[config.mk]
export PLATFORM = sky130hd
export DESIGN_NAME = layer_sequencer
export DESIGN_NICKNAME = d
export VERILOG_FILES = /design/src/rtl/layer_sequencer.sv
export SDC_FILE = /design/constraint.sdc
export NUM_CORES = 1
export LEC_CHECK = 0
export CAP_MARGIN = 20
export CORE_UTILIZATION = 24
export DETAILED_ROUTE_END_ITERATION = 7
export REMOVE_ABC_BUFFERS = 1
export SLEW_MARGIN = 30
export SYNTH_ARGS = -nofsm -noshare
export SYNTH_HDL_FRONTEND = slang
export SYNTH_SLANG_ARGS = --single-unit
[constraint.sdc]
create_clock -name clk -period 6.12 [get_ports clk]
set_input_delay 1.224 -clock clk [delete_from_list [all_inputs] [get_ports clk]]
set_output_delay 1.224 -clock clk [all_outputs]
set_load 0.02 [all_outputs]
[src/rtl/layer_sequencer.sv]
// layer_sequencer: walks every neuron and every input of a dense layer on one
// shared MAC, adds the bias, rescales by FRAC_BITS, saturates to 16 bits and
// writes each neuron result to the output buffer.
// Optional build macro: LAYER_SEQUENCER_RELU_EN (clamp negative results to 0).
module layer_sequencer #(
  parameter int INPUT_SIZE   = 784,
  parameter int NUM_NEURONS  = 16,
  parameter int ADDR_WIDTH   = 10,
  parameter int W_ADDR_WIDTH = 14,
  parameter int N_WIDTH      = 4,
  parameter int FRAC_BITS    = 15
) (
  input  logic                    clk,
  input  logic                    rst,
  input  logic                    start,
  output logic                    busy,
  output logic                    done,
  output logic [ADDR_WIDTH-1:0]   in_addr,
  input  logic signed [15:0]      in_data,
  output logic [W_ADDR_WIDTH-1:0] w_addr,
  input  logic signed [15:0]      w_data,
  output logic [N_WIDTH-1:0]      b_addr,
  input  logic signed [15:0]      b_data,
  output logic                    out_we,
  output logic [N_WIDTH-1:0]      out_addr,
  output logic signed [15:0]      out_data
);

  typedef enum logic [2:0] {
    S_IDLE, S_RUN, S_DRAIN, S_BIAS, S_WRITE, S_DONE
  } state_t;

  localparam logic [ADDR_WIDTH-1:0] LAST_I = ADDR_WIDTH'(INPUT_SIZE - 1);
  localparam logic [N_WIDTH-1:0]    LAST_N = N_WIDTH'(NUM_NEURONS - 1);
  localparam logic signed [47:0]    SAT_MAX = 48'sd32767;
  localparam logic signed [47:0]    SAT_MIN = -48'sd32768;

  state_t                   state, state_nx;
  logic [ADDR_WIDTH-1:0]    i;
  logic [N_WIDTH-1:0]       n;
  logic [W_ADDR_WIDTH-1:0]  w_cnt;
  logic                     valid_d;
  logic signed [47:0]       acc;
  logic signed [31:0]       prod;
  logic signed [47:0]       bias_ext;
  logic signed [47:0]       sum;
  logic signed [47:0]       r;
  logic signed [15:0]       res;

  // State register
  always_ff @(posedge clk or posedge rst) begin
    if (rst) state <= S_IDLE;
    else     state <= state_nx;
  end

  // Next-state decode
  always_comb begin
    state_nx = state;
    case (state)
      S_IDLE:  if (start) state_nx = S_RUN;
      S_RUN:   if (i == LAST_I) state_nx = S_DRAIN;
      S_DRAIN: state_nx = S_BIAS;
      S_BIAS:  state_nx = S_WRITE;
      S_WRITE: state_nx = (n == LAST_N) ? S_DONE : S_RUN;
      S_DONE:  state_nx = S_IDLE;
      default: state_nx = S_IDLE;
    endcase
  end

  // Bias add, rescale (floor shift), saturate and optional ReLU
  always_comb begin
    prod     = in_data * w_data;
    bias_ext = 48'(b_data);
    sum      = acc + (bias_ext <<< FRAC_BITS);
    r        = sum >>> FRAC_BITS;
    if (r > SAT_MAX)      res = 16'sh7fff;
    else if (r < SAT_MIN) res = -16'sh8000;
    else                  res = r[15:0];
`ifdef LAYER_SEQUENCER_RELU_EN
    if (res[15]) res = '0;
`endif
  end

  // Counters, delayed-valid MAC and result register
  always_ff @(posedge clk or posedge rst) begin
    if (rst) begin
      i        <= '0;
      n        <= '0;
      w_cnt    <= '0;
      valid_d  <= 1'b0;
      acc      <= '0;
      out_addr <= '0;
      out_data <= '0;
    end else begin
      valid_d <= (state == S_RUN);
      if (valid_d) acc <= acc + 48'(prod);
      case (state)
        S_IDLE: begin
          if (start) begin
            i     <= '0;
            n     <= '0;
            w_cnt <= '0;
            acc   <= '0;
          end
        end
        S_RUN: begin
          // w_cnt runs across neurons so the weight address needs no multiply
          w_cnt <= w_cnt + 1'b1;
          if (i != LAST_I) i <= i + 1'b1;
        end
        S_BIAS: begin
          out_data <= res;
          out_addr <= n;
        end
        S_WRITE: begin
          acc <= '0;
          if (n != LAST_N) begin
            n <= n + 1'b1;
            i <= '0;
          end
        end
        default: ;
      endcase
    end
  end

  assign busy    = (state != S_IDLE);
  assign done    = (state == S_DONE);
  assign out_we  = (state == S_WRITE);
  assign in_addr = i;
  assign w_addr  = w_cnt;
  assign b_addr  = n;

endmodule

==> metrics.json <==
{
  "synth_top_cells_by_count": {"value": "sky130_fd_sc_hd__inv_1, sky130_fd_sc_hd__fa_1, sky130_fd_sc_hd__nand2_1"},
  "h_tree_lvl_count": {"value": 3},
  "gp_congestion": {"value": 0.905},
  "fin_crit": {"value": 7.12, "unit": "ns"},
  "syn2layout_area_growth": {"value": 34.9, "unit": "%"},
  "max_freq": {"value": 0.141, "unit": "GHz"},
  "post-synth-top-area-fraction": {"value": 0.366},
  "placement.io_buffers": {"value": 101},
  "io-pin-count": {"value": 102},
  "syn_area_per_cell": {"value": 9.12, "unit": "µm²"},
  "via_per_inst": {"value": 4.42},
  "instances_no_fill": {"value": 3651},
  "hold_buffers": {"value": 0},
  "setup-violations-final": {"value": 34},
  "synth.largest_area_cell": {"value": "sky130_fd_sc_hd__fa_1"},
  "wl_per_cell": {"value": 15.5, "unit": "µm"},
  "worst_setup_path_start_kind": {"value": "input port"},
  "insertion_delay": {"value": 0.38, "unit": "ns"},
  "grt_remaining_overflow": {"value": 0},
  "synth_cells": {"value": 2177},
  "synth_enable_flop_cells": {"value": 0},
  "final_hold_viol_count": {"value": 0},
  "clock-sinks": {"value": 100},
  "clk_pin_slew": {"value": 0.07, "unit": "ns"},
  "ratio_of_cells_with_drive_above_1_in_the_final_layout": {"value": 0.278},
  "slew_headroom": {"value": 0.380},
  "yosys.cell_count.top_type": {"value": "sky130_fd_sc_hd__inv_1"},
  "hold_ws": {"value": 0.482, "unit": "ns"},
  "crit_top_cell": {"value": "sky130_fd_sc_hd__fa_1"},
  "min_period_over_period": {"value": 1.16},
  "dominantRegCellSynth": {"value": "sky130_fd_sc_hd__dfrtp_1"},
  "grt_max_degree": {"value": 73},
  "netlist-cell-type-count": {"value": 70},
  "post_synth_instance_area": {"value": 19800, "unit": "µm²"},
  "cts-root-to-sink-buffers": {"value": 2},
  "first_global_vias": {"value": 16742},
  "status": {"value": "finished with violations"},
  "clock_skew": {"value": 0.0136, "unit": "ns"},
  "critical-path-max-stage-delay": {"value": 0.59, "unit": "ns"},
  "slowest_stage": {"value": "sky130_fd_sc_hd__fa_1"},
  "final_antenna_net_count": {"value": 0},
  "timing.critical_path.required": {"value": 6.43, "unit": "ns"},
  "grt.total_usage": {"value": 0.137},
  "dp.cells": {"value": 3533},
  "fp.coreArea": {"value": 82000, "unit": "µm²"},
  "via_count": {"value": 16142},
  "tritoncts": {"value": "built"},
  "yosys_register_bits": {"value": 100},
  "maxSlewViolCount": {"value": 0},
  "synthArstFlopShare": {"value": 1.00},
  "seq_area_frac_synth": {"value": 0.126},
  "cp_data_arrival_time": {"value": 7.42, "unit": "ns"},
  "critPathMaxFanout": {"value": 6},
  "synth-warning-count": {"value": 0},
  "number_of_buffer_and_inverter_stages_on_the_critical_path": {"value": 7},
  "rsz0062_at_grt": {"value": "true"},
  "place.detailed.hpwl": {"value": 45.2, "unit": "mm"},
  "worst_hold_path_type": {"value": "flop to flop"},
  "die_height": {"value": 290, "unit": "µm"},
  "maxCapViolations": {"value": 0},
  "nNetsFinal": {"value": 3156},
  "critical_path.top_delay_family": {"value": "adder cells"},
  "tightest_slew": {"value": 0.931, "unit": "ns"},
  "cts_inserted_buffers": {"value": 9},
  "floorplan.initialDensity": {"value": 0.242},
  "drt-total-wl": {"value": 56.4, "unit": "mm"},
  "post-route-worst-setup-slack": {"value": -0.996, "unit": "ns"},
  "synth.top_cells.by_area": {"value": "sky130_fd_sc_hd__fa_1, sky130_fd_sc_hd__dfrtp_1, sky130_fd_sc_hd__ha_1"},
  "antenna_found_initial": {"value": 3},
  "chipWidth": {"value": 290, "unit": "µm"},
  "fill_cells": {"value": 8392},
  "std_cell_rows": {"value": 105},
  "detailedRoute.firstPassIterationCount": {"value": 5},
  "detailedRoute.firstIterationViolations": {"value": 799},
  "violations": {"value": "negative setup slack"},
  "cts_root_buffer": {"value": "sky130_fd_sc_hd__clkbuf_16"},
  "fp.dieArea": {"value": 83800, "unit": "µm²"},
  "detail_route.drc_violations": {"value": 0},
  "timing_worst_setup_path_type": {"value": "input port to flop"},
  "tns": {"value": -22.42, "unit": "ns"},
  "critical_path.endpoint_type": {"value": "flop"},
  "wire_length_of_the_first_global_routing_pass": {"value": 91.0, "unit": "mm"}
}
==> layout by cell type, fill, tap and decap left out, types with 9 or more instances in the layout <==
cell type,instances
sky130_fd_sc_hd__nor3_1,14
sky130_fd_sc_hd__clkdlybuf4s50_1,70
sky130_fd_sc_hd__a211oi_1,12
sky130_fd_sc_hd__ha_1,141
sky130_fd_sc_hd__xnor2_2,9
sky130_fd_sc_hd__fa_1,331
sky130_fd_sc_hd__mux2i_1,41
sky130_fd_sc_hd__a21o_1,28
sky130_fd_sc_hd__buf_6,78
sky130_fd_sc_hd__nor2b_1,11
sky130_fd_sc_hd__o21ai_1,12
sky130_fd_sc_hd__buf_4,259
sky130_fd_sc_hd__nand4_1,26
sky130_fd_sc_hd__and2_1,83
sky130_fd_sc_hd__dfrtp_1,99
sky130_fd_sc_hd__o22a_1,12
sky130_fd_sc_hd__a21oi_1,51
sky130_fd_sc_hd__buf_12,20
sky130_fd_sc_hd__inv_2,63
sky130_fd_sc_hd__nor2_1,115
sky130_fd_sc_hd__fa_2,32
sky130_fd_sc_hd__a21oi_2,17
sky130_fd_sc_hd__xnor2_1,49
sky130_fd_sc_hd__nand3_1,31
sky130_fd_sc_hd__xor2_1,21
sky130_fd_sc_hd__o21ai_0,48
sky130_fd_sc_hd__nand2_2,18
sky130_fd_sc_hd__and2_4,41
sky130_fd_sc_hd__clkbuf_16,10
sky130_fd_sc_hd__o21bai_1,11
sky130_fd_sc_hd__a211oi_2,10
sky130_fd_sc_hd__buf_2,11
sky130_fd_sc_hd__inv_1,405
sky130_fd_sc_hd__ha_4,18
sky130_fd_sc_hd__nand2_1,170
==> kinds of logic (layout without fill, tap and decap cells) <==
family	Yosys count	in the layout	share of synthesized area
and+or+nand+nor	594	594	0.146
buffers and inverters	539	942	0.102
adders and majority gates	529	529	0.471
AOI/OAI and AO/OA	287	287	0.0950
DFF	100	100	0.126
xor gates and xnor gates	85	85	0.0375
muxes	43	43	0.0220
other	0	1	0
==> final cells by class <==
| cell class | instances | area, µm² | share of cell area |
|---|---|---|---|
| Tap cell | 1070 | 1340 | 0.0500 |
| Multi-Input combinational cell | 1538 | 16600 | 0.620 |
| Inverter | 469 | 1770 | 0.0659 |
| Clock buffer | 14 | 284 | 0.0106 |
| Antenna cell | 1 | 2.50 | 0.0000935 |
| Timing Repair Buffer | 458 | 4280 | 0.160 |
| Sequential cell | 100 | 2500 | 0.0935 |
| Clock inverter | 1 | 5.00 | 0.000187 |
==> flip-flops by register name, indices dropped and copies added, names as in the netlist <==
| signal | flops |
|---|---|
| acc | 48 |
| out_data | 16 |
| w_addr | 14 |
| in_addr | 10 |
| b_addr | 4 |
| out_addr | 4 |
| state | 3 |
| valid_d | 1 |
==> per-layer routing <==
metal,vias to the layer above,global-route usage,wire length [µm]
met3,47,0.0166,2500
met5,-,0,27
met4,4,0.0199,837
met1,8149,0.196,26600
li1,7619,-,-
met2,323,0.226,26500
==> worst min-delay path, delay by kind of cell, from the launching register on <==
kind             cells  cell delay (ns)
DFF                  1             0.35
and+or+nand+nor      2             0.10
==> worst paths after layout <==
check                             from          end  slack (ns)  cells after the start
min in group asynchronous          rst   w_addr[11]        1.34                      2
min reg2reg                out_addr[0]  out_addr[0]        0.48                      2
min                        out_addr[0]  out_addr[0]        0.48                      2
max reg2reg                    acc[15]      acc[45]        0.39                     23
max in group asynchronous          rst    w_addr[9]        3.86                      3
max                        in_data[10]      acc[45]        -1.0                     26
==> repair_timing <==
| item | 4_1_cts | 5_1_grt |
|---|---|---|
| pin swaps | 206 | 174 |
| setup endpoints to repair | 38 | 37 |
| buffers inserted | 63 | 52 |
| cloned | 7 | 1 |
| gates resized for setup | 440 | 169 |
==> stage by stage <==
step / area [µm²] / setup WS, ns / utilization
2_1_floorplan: 19600 / -1.68 / -
3_3_place_gp: 24100 / -2.11 / 0.293
3_5_place_dp: 24100 / -2.20 / 0.294
4_1_cts: 26200 / -1.06 / 0.319
5_1_grt: 26800 / -1.21 / 0.327
6_report: 26800 / -0.996 / 0.327
Power is not shown: default switching activity piles up to over one toggle a cycle in this logic, so the estimate is an artifact.
